**src/rtl/bus_err_pkg.sv**
```systemverilog
// Shared types and helpers for the bus error drain arbiter.
package bus_err_pkg;

    typedef enum logic {
        IDLE  = 1'b0,
        VALID = 1'b1
    } drain_state_e;

    // Same contract as cf_math_pkg::idx_width: a single unit still gets a one-bit index.
    function automatic int unsigned idx_width(input int unsigned num_idx);
        return (num_idx > 32'd1) ? unsigned'($clog2(num_idx)) : 32'd1;
    endfunction

endpackage

```
**src/rtl/bus_err_rr_pick.sv**
```systemverilog
// Combinational round-robin picker: the search starts one past the last grant and wraps.
module bus_err_rr_pick
    import bus_err_pkg::*;
#(
    parameter int unsigned NumUnits = 4,
    localparam int unsigned IdxW    = idx_width(NumUnits)
) (
    input  logic [NumUnits-1:0] req,
    input  logic [IdxW-1:0]     last,
    output logic [NumUnits-1:0] gnt,
    output logic [IdxW-1:0]     idx
);

    logic            found;
    logic [IdxW-1:0] cand;

    always_comb begin
        gnt   = '0;
        idx   = '0;
        found = 1'b0;
        cand  = '0;
        for (int unsigned i = 1; i <= NumUnits; i++) begin
            cand = IdxW'((32'(last) + i) % NumUnits);
            if (!found && req[cand]) begin
                found     = 1'b1;
                gnt[cand] = 1'b1;
                idx       = cand;
            end
        end
    end

endmodule

```
**src/rtl/bus_err_drain_arbiter.sv**
```systemverilog
// Drains several bus error unit FIFOs round-robin into one registered valid/ready readout.
// Define BUS_ERR_DRAIN_COUNTERS_EN to build per-unit saturating capture counters.
module bus_err_drain_arbiter
    import bus_err_pkg::*;
#(
    parameter int unsigned NumUnits      = 4,
    parameter int unsigned AddrWidth     = 48,
    parameter int unsigned MetaDataWidth = 1,
    parameter int unsigned ErrBits       = 3,
    parameter int unsigned CntWidth      = 8,
    localparam int unsigned IdxW         = idx_width(NumUnits)
) (
    input  logic                              clk_i,
    input  logic                              rst_i,
    input  logic [NumUnits-1:0]               unit_err_irq_i,
    input  logic [NumUnits*ErrBits-1:0]       unit_err_code_i,
    input  logic [NumUnits*AddrWidth-1:0]     unit_err_addr_i,
    input  logic [NumUnits*MetaDataWidth-1:0] unit_err_meta_i,
    output logic [NumUnits-1:0]               unit_pop_o,
    output logic                              err_valid_o,
    input  logic                              err_ready_i,
    output logic [IdxW-1:0]                   err_unit_o,
    output logic [ErrBits-1:0]                err_code_o,
    output logic [AddrWidth-1:0]              err_addr_o,
    output logic [MetaDataWidth-1:0]          err_meta_o,
    output logic                              irq_o,
    input  logic                              cnt_clear_i,
    output logic [NumUnits*CntWidth-1:0]      err_cnt_o
);

    typedef struct packed {
        logic [IdxW-1:0]          unit;
        logic [ErrBits-1:0]       code;
        logic [AddrWidth-1:0]     addr;
        logic [MetaDataWidth-1:0] meta;
    } err_rec_t;

    drain_state_e        state;
    err_rec_t            rec_p0;
    err_rec_t            rec_p1;
    logic [IdxW-1:0]     last_q;
    logic [IdxW-1:0]     grant_idx;
    logic [NumUnits-1:0] grant;
    logic                capture;

    bus_err_rr_pick #(.NumUnits(NumUnits)) u_pick (
        .req  (unit_err_irq_i),
        .last (last_q),
        .gnt  (grant),
        .idx  (grant_idx)
    );

    // The slot frees up in the same cycle the consumer takes the held record.
    assign capture    = (|unit_err_irq_i) && (state == IDLE || err_ready_i) && !rst_i;
    assign unit_pop_o = capture ? grant : '0;

    // p0: head entry of the granted unit
    always_comb begin
        rec_p0.unit = grant_idx;
        rec_p0.code = unit_err_code_i[32'(grant_idx)*ErrBits +: ErrBits];
        rec_p0.addr = unit_err_addr_i[32'(grant_idx)*AddrWidth +: AddrWidth];
        rec_p0.meta = unit_err_meta_i[32'(grant_idx)*MetaDataWidth +: MetaDataWidth];
    end

    // p1: held record and drain FSM
    always_ff @(posedge clk_i or posedge rst_i) begin
        if (rst_i) begin
            state  <= IDLE;
            rec_p1 <= '0;
            last_q <= IdxW'(NumUnits - 1);
        end else begin
            unique case (state)
                IDLE: begin
                    if (capture) begin
                        state  <= VALID;
                        rec_p1 <= rec_p0;
                        last_q <= grant_idx;
                    end
                end
                VALID: begin
                    if (capture) begin
                        rec_p1 <= rec_p0;
                        last_q <= grant_idx;
                    end else if (err_ready_i) begin
                        state <= IDLE;
                    end
                end
                default: state <= IDLE;
            endcase
        end
    end

    assign err_valid_o = (state == VALID);
    assign irq_o       = err_valid_o;
    assign err_unit_o  = rec_p1.unit;
    assign err_code_o  = rec_p1.code;
    assign err_addr_o  = rec_p1.addr;
    assign err_meta_o  = rec_p1.meta;

`ifdef BUS_ERR_DRAIN_COUNTERS_EN
    logic [NumUnits-1:0][CntWidth-1:0] cnt_q;

    always_ff @(posedge clk_i or posedge rst_i) begin
        if (rst_i) begin
            cnt_q <= '0;
        end else begin
            for (int unsigned k = 0; k < NumUnits; k++) begin
                if (cnt_clear_i) begin
                    cnt_q[k] <= (capture && grant[k]) ? CntWidth'(1) : '0;
                end else if (capture && grant[k] && cnt_q[k] != '1) begin
                    cnt_q[k] <= cnt_q[k] + 1'b1;
                end
            end
        end
    end

    assign err_cnt_o = cnt_q;
`else
    logic unused_cnt_clear;
    assign unused_cnt_clear = cnt_clear_i;
    assign err_cnt_o        = '0;
`endif

endmodule

```
**config.mk**
```make
export PLATFORM = sky130hd
export DESIGN_NAME = bus_err_drain_arbiter
export DESIGN_NICKNAME = d
export VERILOG_FILES = /design/src/rtl/bus_err_pkg.sv /design/src/rtl/bus_err_rr_pick.sv /design/src/rtl/bus_err_drain_arbiter.sv
export SDC_FILE = /design/constraint.sdc
export NUM_CORES = 1
export LEC_CHECK = 0
export ABC_CLOCK_PERIOD_IN_PS = 3350
export CORE_AREA = 2 2 146 105
export CTS_CLUSTER_DIAMETER = 40
export DETAILED_ROUTE_END_ITERATION = 12
export DIE_AREA = 0 0 148 107
export PLACE_DENSITY = 0.71
export SLEW_MARGIN = 15
export SYNTH_ARGS = -nofsm -noshare
export SYNTH_HDL_FRONTEND = slang
export SYNTH_SLANG_ARGS = --single-unit
```
**constraint.sdc**
```tcl
create_clock -name clk_i -period 3.35 [get_ports clk_i]
set_input_delay 0.335 -clock clk_i [delete_from_list [all_inputs] [get_ports clk_i]]
set_output_delay 0.335 -clock clk_i [all_outputs]
set_load 0.01 [all_outputs]
```
==> flow_results.xml, run 1 <==
<?xml version="1.0" encoding="UTF-8"?>
<metrics>
  <group name="sta">
    <metric name="final-hold-violation-count" unit="">0</metric>
    <metric name="post-route-min-period" unit="ns">3.02</metric>
    <metric name="tightest_slew" unit="ns">0.810</metric>
    <metric name="setup_total_negative_slack" unit="ns">0</metric>
    <metric name="timing_max_transition_violations_final" unit="">0</metric>
    <metric name="timing.slew.headroom" unit="">0.460</metric>
    <metric name="maxClockFrequency" unit="MHz">331</metric>
    <metric name="min_period_over_period" unit="">0.902</metric>
    <metric name="setup_repair_after_global_routing_missed_its_margin" unit="">false</metric>
    <metric name="final.hold.worst_slack" unit="ns">0.483</metric>
    <metric name="setup-violations-final" unit="">0</metric>
    <metric name="timing.clock.skew" unit="ns">0.00675</metric>
  </group>
  <group name="global_route">
    <metric name="antenna_found_initial" unit="">0</metric>
    <metric name="grt_use_total" unit="">0.181</metric>
    <metric name="grt_pass1_wl" unit="mm">22.5</metric>
    <metric name="maximum_number_of_pins_on_one_net_before_global_route_repair" unit="">58</metric>
    <metric name="globalRouteOverflowTotal" unit="">0</metric>
    <metric name="first_global_vias" unit="">4307</metric>
  </group>
  <group name="run">
    <metric name="max_cap_violations" unit="">0</metric>
  </group>
  <group name="synth">
    <metric name="postSynthRegisterBits" unit="">57</metric>
    <metric name="synth.area.top_cells" unit="">sky130_fd_sc_hd__dfrtp_1 (32%), sky130_fd_sc_hd__mux2i_1 (25%), sky130_fd_sc_hd__o221ai_1 (11%), sky130_fd_sc_hd__buf_4 (6.2%), sky130_fd_sc_hd__nand2_1 (5.1%)</metric>
    <metric name="synth.largest_area_cell" unit="">sky130_fd_sc_hd__dfrtp_1</metric>
    <metric name="netlist_instances" unit="">420</metric>
    <metric name="synth_top_area_share" unit="">0.322</metric>
    <metric name="synth_cell_types" unit="">40</metric>
    <metric name="synth.yosys.seq_area_share" unit="">0.335</metric>
    <metric name="synthesis.area_per_instance" unit="um2">10.2</metric>
    <metric name="synth_area" unit="um2">4270</metric>
    <metric name="yosysWarnings" unit="">0</metric>
  </group>
  <group name="place">
    <metric name="io_buffer_count" unit="">274</metric>
    <metric name="place_congestion" unit="">0.825</metric>
    <metric name="dp_hpwl" unit="mm">11.5</metric>
  </group>
  <group name="worst_setup_path">
    <metric name="setup.worst_path.class" unit="">reg -&gt; reg</metric>
    <metric name="timing.critical_path.required" unit="ns">3.52</metric>
    <metric name="last_element_of_the_critical_path" unit="">err_addr_o[30]</metric>
    <metric name="register_to_register_path_depth" unit="">10</metric>
    <metric name="worst_r2r_startpoint" unit="">last_q[1]</metric>
    <metric name="timing.reg2reg.setup_slack" unit="ns">0.33</metric>
    <metric name="critical_path_peak_fanout" unit="">38</metric>
    <metric name="end_kind" unit="">flop</metric>
    <metric name="worst_ep_arrival_time" unit="ns">3.19</metric>
    <metric name="regToRegEndpoint" unit="">err_addr_o[30]</metric>
    <metric name="critPathLaunch" unit="">last_q[1]</metric>
    <metric name="sort_of_element_at_the_start_of_the_critical_path" unit="">flop</metric>
  </group>
  <group name="pwr">
    <metric name="power_leakage" unit="uW">0.00331</metric>
    <metric name="switching_share" unit="">0.394</metric>
    <metric name="power_report.internal_total" unit="uW">4010</metric>
    <metric name="pwr_density_cell" unit="nW/um2">894</metric>
    <metric name="worst_ir_drop_vdd" unit="mV">0.578</metric>
    <metric name="p_sw" unit="uW">2610</metric>
    <metric name="seq_power_share" unit="">0.186</metric>
    <metric name="power.combinational.fraction" unit="">0.659</metric>
    <metric name="p_clk_frac" unit="">0.155</metric>
  </group>
  <group name="routing">
    <metric name="drt_iter0_drc" unit="">157</metric>
    <metric name="number_of_vias_after_detailed_routing" unit="">4273</metric>
    <metric name="totalWireLength" unit="mm">15.0</metric>
    <metric name="drt_first_pass_iters" unit="">5</metric>
    <metric name="detail-route-antenna-nets" unit="">0</metric>
    <metric name="avgViaCountPerCell" unit="">4.85</metric>
    <metric name="drcViolationCount" unit="">0</metric>
    <metric name="wl_per_cell" unit="um">17.1</metric>
  </group>
  <group name="floorplan">
    <metric name="io_pins" unit="">308</metric>
    <metric name="die_height" unit="um">107</metric>
    <metric name="initial_core_util" unit="">0.296</metric>
    <metric name="die_area" unit="um2">15800</metric>
    <metric name="placeableCoreArea" unit="um2">14400</metric>
    <metric name="floorplan.die.width" unit="um">148</metric>
    <metric name="rows" unit="">37</metric>
  </group>
  <group name="cells_and_area">
    <metric name="utilization" unit="">0.513</metric>
    <metric name="layout-drive-gt1-share" unit="">0.0787</metric>
    <metric name="n_antenna_cell" unit="">0</metric>
    <metric name="flow.area_growth_from_synthesis" unit="%">73.5</metric>
    <metric name="finalNetCount" unit="">906</metric>
    <metric name="num-fill-cells" unit="">1311</metric>
  </group>
  <group name="clock_network">
    <metric name="cts_buffer_depth" unit="">2</metric>
    <metric name="clock_sink_count" unit="">57</metric>
    <metric name="numCtsBuffers" unit="">9</metric>
    <metric name="root_buffer" unit="">sky130_fd_sc_hd__clkbuf_16</metric>
    <metric name="clock_insertion_delay_worst_skew" unit="ns">0.32</metric>
    <metric name="cts_hold_buf" unit="">0</metric>
    <metric name="clk_transition_reported_paths" unit="ns">0.05</metric>
    <metric name="cts_tree" unit="">yes</metric>
    <metric name="cts-htree-levels" unit="">3</metric>
  </group>
  <group name="worst_hold_path">
    <metric name="timing.hold.worst.class" unit="">reg -&gt; reg</metric>
    <metric name="hp-start" unit="">err_addr_o[8]</metric>
  </group>
  <group name="status">
    <metric name="run_status" unit="">complete, no violations</metric>
  </group>
</metrics>
## kinds of logic after synthesis
kind of cell	Yosys count	synth area share
DFF	57	0.335
buffers and inverters	77	0.125
and+or+nand+nor	87	0.0938
AOI/OAI and AO/OA	78	0.151
muxes	111	0.269
other	1	0.000878
xor gates and xnor gates	1	0.00205
adders and majority gates	8	0.0234
## worst max-delay path, stage by stage (launching register included)
cell and delay (ns):
sky130_fd_sc_hd__dfstp_2 0.52, sky130_fd_sc_hd__inv_1 0.05, sky130_fd_sc_hd__ha_2 0.38, sky130_fd_sc_hd__mux2i_1 0.25
sky130_fd_sc_hd__mux2_2 0.24, sky130_fd_sc_hd__nor2_4 0.06, sky130_fd_sc_hd__buf_4 0.14, sky130_fd_sc_hd__o31ai_4 0.43
sky130_fd_sc_hd__buf_12 0.33, sky130_fd_sc_hd__mux2i_1 0.31, sky130_fd_sc_hd__o221ai_1 0.14
## how the worst min path moves through the flow
stage | end | slack, ns | cells past startpoint
after floorplan | err_unit_o[1] | 0.51 | 2
after global placement | err_unit_o[1] | 0.46 | 2
after detailed placement | err_unit_o[1] | 0.47 | 2
after CTS | err_addr_o[16] | 0.49 | 2
after global routing | err_addr_o[16] | 0.51 | 2
final | err_addr_o[8] | 0.48 | 2
## cell usage in the layout, fill, tap and decap left out, types with 2 or more instances in the layout
master,count
sky130_fd_sc_hd__clkdlybuf4s50_1,270
sky130_fd_sc_hd__mux2i_1,107
sky130_fd_sc_hd__nand2_1,58
sky130_fd_sc_hd__dfrtp_1,55
sky130_fd_sc_hd__o221ai_1,52
sky130_fd_sc_hd__conb_1,32
sky130_fd_sc_hd__buf_4,15
sky130_fd_sc_hd__a22oi_1,9
sky130_fd_sc_hd__clkbuf_16,9
sky130_fd_sc_hd__ha_1,7
sky130_fd_sc_hd__or2_2,6
sky130_fd_sc_hd__a21oi_1,5
sky130_fd_sc_hd__nor2_1,4
sky130_fd_sc_hd__dlymetal6s2s_1,4
sky130_fd_sc_hd__buf_12,4
sky130_fd_sc_hd__mux4_2,3
sky130_fd_sc_hd__nand3b_1,3
sky130_fd_sc_hd__nor3_1,3
sky130_fd_sc_hd__nand3_1,3
sky130_fd_sc_hd__clkbuf_8,3
sky130_fd_sc_hd__inv_1,2
sky130_fd_sc_hd__or3b_1,2
sky130_fd_sc_hd__o41ai_1,2
sky130_fd_sc_hd__nand2b_2,2
sky130_fd_sc_hd__o21bai_1,2
sky130_fd_sc_hd__nor3b_1,2
sky130_fd_sc_hd__bufinv_16,2
sky130_fd_sc_hd__dfstp_2,2
## area by class of cell
class,count,area [um2],area share
flip-flops and latches,57,1430,0.193
inverters,4,15.0,0.00203
well taps,195,244,0.0329
clock buffers,13,270,0.0365
multi-input cells,317,2440,0.330
clock inverters,2,60.1,0.00811
repair buffers,293,2950,0.398
## state kept, by name, indices dropped and copies added, names as in the netlist
name and cells:
err_unit_o 2, last_q 2, err_meta_o 1, err_valid_o 1
err_code_o 3, err_addr_o 48
## metrics by stage
step           area [um2]  setup slack, ns  cells  power (uW)
6_report             7410            0.330    881        6620
3_3_place_gp         7060            0.255    865        5530
2_1_floorplan        4390            0.435    451        4140
3_5_place_dp         7060            0.191    865        5630
4_1_cts              7400           0.0467    881        6710
5_1_grt              7410            0.189    881        7040
## power groups by stage
stage	Combinational, uW	Clock, uW	Sequential, uW
4_1_cts	4410	1060	1230
2_1_floorplan	2770	0	1370
6_report	4360	1030	1230
3_3_place_gp	4300	0	1230
3_5_place_dp	4390	0	1240
5_1_grt	4690	1080	1270
## what timing repair did
item	CTS	global route
gates resized for setup	2	4
endpoints found under the setup margin	4	4
buffers inserted	1	0
pin swaps	0	0
## routing by layer
layer	share of wire	GRT usage
met2	0.49	0.314
met1	0.40	0.216
met5	0	0
met4	0.011	0.0463
met3	0.096	0.0609
## cells in the mapped netlist, drive strengths merged
master  number
a21oi        6
dfrtp       55
mux4         3
a211o        1
mux2         1
nor3b        2
o21bai       2
a22oi        9
nand3b       3
clkinv       1
nor2b        1
o221ai      52
nor2         5
mux2i      107
or3b         3
a211oi       2
inv          3
o21ai        2
o211ai       1
dfstp        2
o31ai        1
ha           8
nand3        3
o41ai        2
nand2       58
xnor2        1
nor3         3
conb         1
or2          6
buf         61
nand2b       3
clkbuf      12
(Power assumes the default switching activity.)
==> run 2: changes to the inputs <==
--- a/config.mk
+++ b/config.mk
@@ -5,7 +5,7 @@
 export SDC_FILE = /design/constraint.sdc
 export NUM_CORES = 1
 export LEC_CHECK = 0
-export ABC_CLOCK_PERIOD_IN_PS = 3350
+export ABC_CLOCK_PERIOD_IN_PS = 3800
 export CORE_AREA = 2 2 146 105
 export CTS_CLUSTER_DIAMETER = 40
 export DETAILED_ROUTE_END_ITERATION = 12
==> constraint.sdc (replaced) <==
create_clock -name clk_i -period 3.8 [get_ports clk_i]
set_input_delay 0.38 -clock clk_i [delete_from_list [all_inputs] [get_ports clk_i]]
set_output_delay 0.38 -clock clk_i [all_outputs]
set_load 0.01 [all_outputs]
==> run 2 against run 1 <==
  * Sequential power decreased by 11%
  * Critical path type is now reg -> out
  * Critical path depth decreased by 1
  * Die area unchanged
==> flow_results.xml, run 2 (synthesized netlist as in run 1, its figures left out) <==
<?xml version="1.0" encoding="UTF-8"?>
<metrics>
  <group name="clock_network">
    <metric name="clock_sink_count" unit="">57</metric>
    <metric name="cts_tree" unit="">yes</metric>
    <metric name="cts_buffer_depth" unit="">2</metric>
    <metric name="cts_hold_buf" unit="">0</metric>
    <metric name="clock_insertion_delay_worst_skew" unit="ns">0.32</metric>
    <metric name="root_buffer" unit="">sky130_fd_sc_hd__clkbuf_16</metric>
    <metric name="numCtsBuffers" unit="">9</metric>
    <metric name="clk_transition_reported_paths" unit="ns">0.05</metric>
    <metric name="cts-htree-levels" unit="">3</metric>
  </group>
  <group name="worst_setup_path">
    <metric name="timing.reg2reg.setup_slack" unit="ns">0.70</metric>
    <metric name="register_to_register_path_depth" unit="">9</metric>
    <metric name="critical_path_peak_fanout" unit="">10</metric>
    <metric name="setup.worst_path.class" unit="">reg -&gt; out</metric>
    <metric name="timing.critical_path.required" unit="ns">3.42</metric>
    <metric name="worst_r2r_startpoint" unit="">last_q[1]</metric>
    <metric name="end_kind" unit="">primary output</metric>
    <metric name="worst_ep_arrival_time" unit="ns">3.11</metric>
    <metric name="regToRegEndpoint" unit="">err_addr_o[16]</metric>
    <metric name="sort_of_element_at_the_start_of_the_critical_path" unit="">flop</metric>
  </group>
  <group name="sta">
    <metric name="post-route-min-period" unit="ns">3.49</metric>
    <metric name="final.hold.worst_slack" unit="ns">0.484</metric>
    <metric name="setup_repair_after_global_routing_missed_its_margin" unit="">false</metric>
    <metric name="timing.slew.headroom" unit="">0.477</metric>
    <metric name="timing.clock.skew" unit="ns">0.00598</metric>
    <metric name="setup_total_negative_slack" unit="ns">0</metric>
    <metric name="setup-violations-final" unit="">0</metric>
    <metric name="maxClockFrequency" unit="MHz">286</metric>
    <metric name="min_period_over_period" unit="">0.919</metric>
    <metric name="final-hold-violation-count" unit="">0</metric>
    <metric name="tightest_slew" unit="ns">0.784</metric>
    <metric name="timing_max_transition_violations_final" unit="">0</metric>
  </group>
  <group name="worst_hold_path">
    <metric name="timing.hold.worst.class" unit="">reg -&gt; reg</metric>
    <metric name="holdPathStages" unit="">2</metric>
    <metric name="hp-start" unit="">last_q[1]</metric>
    <metric name="min_delay_worst_endpoint" unit="">last_q[1]</metric>
  </group>
  <group name="routing">
    <metric name="detail-route-antenna-nets" unit="">0</metric>
    <metric name="wl_per_cell" unit="um">17.2</metric>
    <metric name="drt_iter0_drc" unit="">140</metric>
    <metric name="drt_first_pass_iters" unit="">4</metric>
    <metric name="number_of_vias_after_detailed_routing" unit="">4234</metric>
    <metric name="totalWireLength" unit="mm">15.1</metric>
    <metric name="avgViaCountPerCell" unit="">4.82</metric>
    <metric name="drcViolationCount" unit="">0</metric>
  </group>
  <group name="floorplan">
    <metric name="die_height" unit="um">107</metric>
    <metric name="initial_core_util" unit="">0.296</metric>
    <metric name="io_pins" unit="">308</metric>
    <metric name="die_area" unit="um2">15800</metric>
    <metric name="floorplan.die.width" unit="um">148</metric>
    <metric name="placeableCoreArea" unit="um2">14400</metric>
    <metric name="rows" unit="">37</metric>
  </group>
  <group name="cells_and_area">
    <metric name="finalNetCount" unit="">903</metric>
    <metric name="layout_commonest_cell" unit="">sky130_fd_sc_hd__clkdlybuf4s50_1</metric>
    <metric name="flow.area_growth_from_synthesis" unit="%">72.8</metric>
    <metric name="n_antenna_cell" unit="">0</metric>
    <metric name="layout-drive-gt1-share" unit="">0.0731</metric>
    <metric name="leading_cell_types_in_the_layout_fill_and_taps_excluded" unit="">sky130_fd_sc_hd__clkdlybuf4s50_1 (274), sky130_fd_sc_hd__mux2i_1 (107), sky130_fd_sc_hd__nand2_1 (58)</metric>
    <metric name="multiInputGateArea" unit="um2">2450</metric>
    <metric name="area_used_by_sequential_logic_in_the_layout" unit="um2">1430</metric>
    <metric name="flip_flop_count_of_the_largest_register_all_copies_and_words_added" unit="">48</metric>
    <metric name="num-fill-cells" unit="">1312</metric>
  </group>
  <group name="pwr">
    <metric name="power.combinational.fraction" unit="">0.667</metric>
    <metric name="switching_share" unit="">0.398</metric>
    <metric name="seq_power_share" unit="">0.188</metric>
    <metric name="p_clk_frac" unit="">0.145</metric>
    <metric name="pwr_density_cell" unit="nW/um2">783</metric>
    <metric name="p_sw" unit="uW">2300</metric>
    <metric name="worst_ir_drop_vdd" unit="mV">0.395</metric>
    <metric name="power_report.internal_total" unit="uW">3480</metric>
    <metric name="power_leakage" unit="uW">0.00322</metric>
  </group>
  <group name="global_route">
    <metric name="grt_use_total" unit="">0.182</metric>
    <metric name="globalRouteOverflowTotal" unit="">0</metric>
    <metric name="antenna_found_initial" unit="">0</metric>
    <metric name="maximum_number_of_pins_on_one_net_before_global_route_repair" unit="">58</metric>
    <metric name="grt_pass1_wl" unit="mm">22.6</metric>
    <metric name="first_global_vias" unit="">4353</metric>
  </group>
  <group name="run">
    <metric name="max_cap_violations" unit="">0</metric>
  </group>
  <group name="place">
    <metric name="place_congestion" unit="">0.821</metric>
    <metric name="dp_hpwl" unit="mm">11.7</metric>
    <metric name="io_buffer_count" unit="">274</metric>
  </group>
  <group name="status">
    <metric name="run_status" unit="">complete, no violations</metric>
  </group>
</metrics>
run 2: worst max-delay path by stage:
stage | start | end | slack (ns) | depth (start not counted)
3_3_place_gp | last_q[1] | unit_pop_o[3] | 0.37 | 9
3_5_place_dp | last_q[1] | unit_pop_o[3] | 0.28 | 9
4_1_cts | last_q[1] | unit_pop_o[1] | 0.002 | 9
5_1_grt | last_q[1] | unit_pop_o[0] | 0.16 | 9
2_1_floorplan | rst_i | unit_pop_o[0] | 0.80 | 6
6_report | last_q[1] | unit_pop_o[0] | 0.31 | 9
run 2: what timing repair did:
action | in CTS | in global routing
gates resized for setup | 1 | 1
gates cloned | 0 | 0
setup endpoints to repair | 4 | 4
setup buffers | 0 | 2
run 2: metrics by stage:
step,setup slack [ns],instances,total power (uW),utilization,area (um2)
after global routing,0.156,879,6170,0.511,7380
after detailed placement,0.277,861,4940,0.487,7040
after CTS,0.00198,877,5820,0.509,7350
after floorplan,0.795,451,3650,-,4390
final,0.309,879,5780,0.511,7380
after global placement,0.368,861,4840,0.487,7040
run 2: worst max-delay path, stage by stage (launching register included):
cell and delay [ns]:
sky130_fd_sc_hd__dfstp_2 0.55, sky130_fd_sc_hd__inv_1 0.11, sky130_fd_sc_hd__ha_4 0.36, sky130_fd_sc_hd__mux2i_1 0.11
sky130_fd_sc_hd__mux2_1 0.37, sky130_fd_sc_hd__nor2_4 0.21, sky130_fd_sc_hd__a22oi_1 0.09, sky130_fd_sc_hd__or2_2 0.28
sky130_fd_sc_hd__a21oi_1 0.14, sky130_fd_sc_hd__clkdlybuf4s50_1 0.56
run 2: final cells by class:
cell class              instances  area share
clock buffers                  14      0.0372
clock inverters                 2     0.00475
inverters                       4     0.00204
multi-input cells             317       0.333
flip-flops and latches         57       0.194
well taps                     195      0.0331
repair buffers                290       0.397
run 2: power groups by stage:
| stage | sequential [uW] | combinational (uW) | clock, uW |
|---|---|---|---|
| CTS | 1110 | 3840 | 868 |
| global placement | 1100 | 3750 | 0 |
| global route | 1130 | 4140 | 899 |
| finish | 1090 | 3850 | 839 |
| detailed placement | 1100 | 3840 | 0 |
| floorplan | 1200 | 2440 | 0 |
run 2: layer usage:
metal	track usage	wire length, um
met1	0.208	5990
met2	0.331	7660
met3	0.0634	1360
met4	0.0347	114
met5	0	0
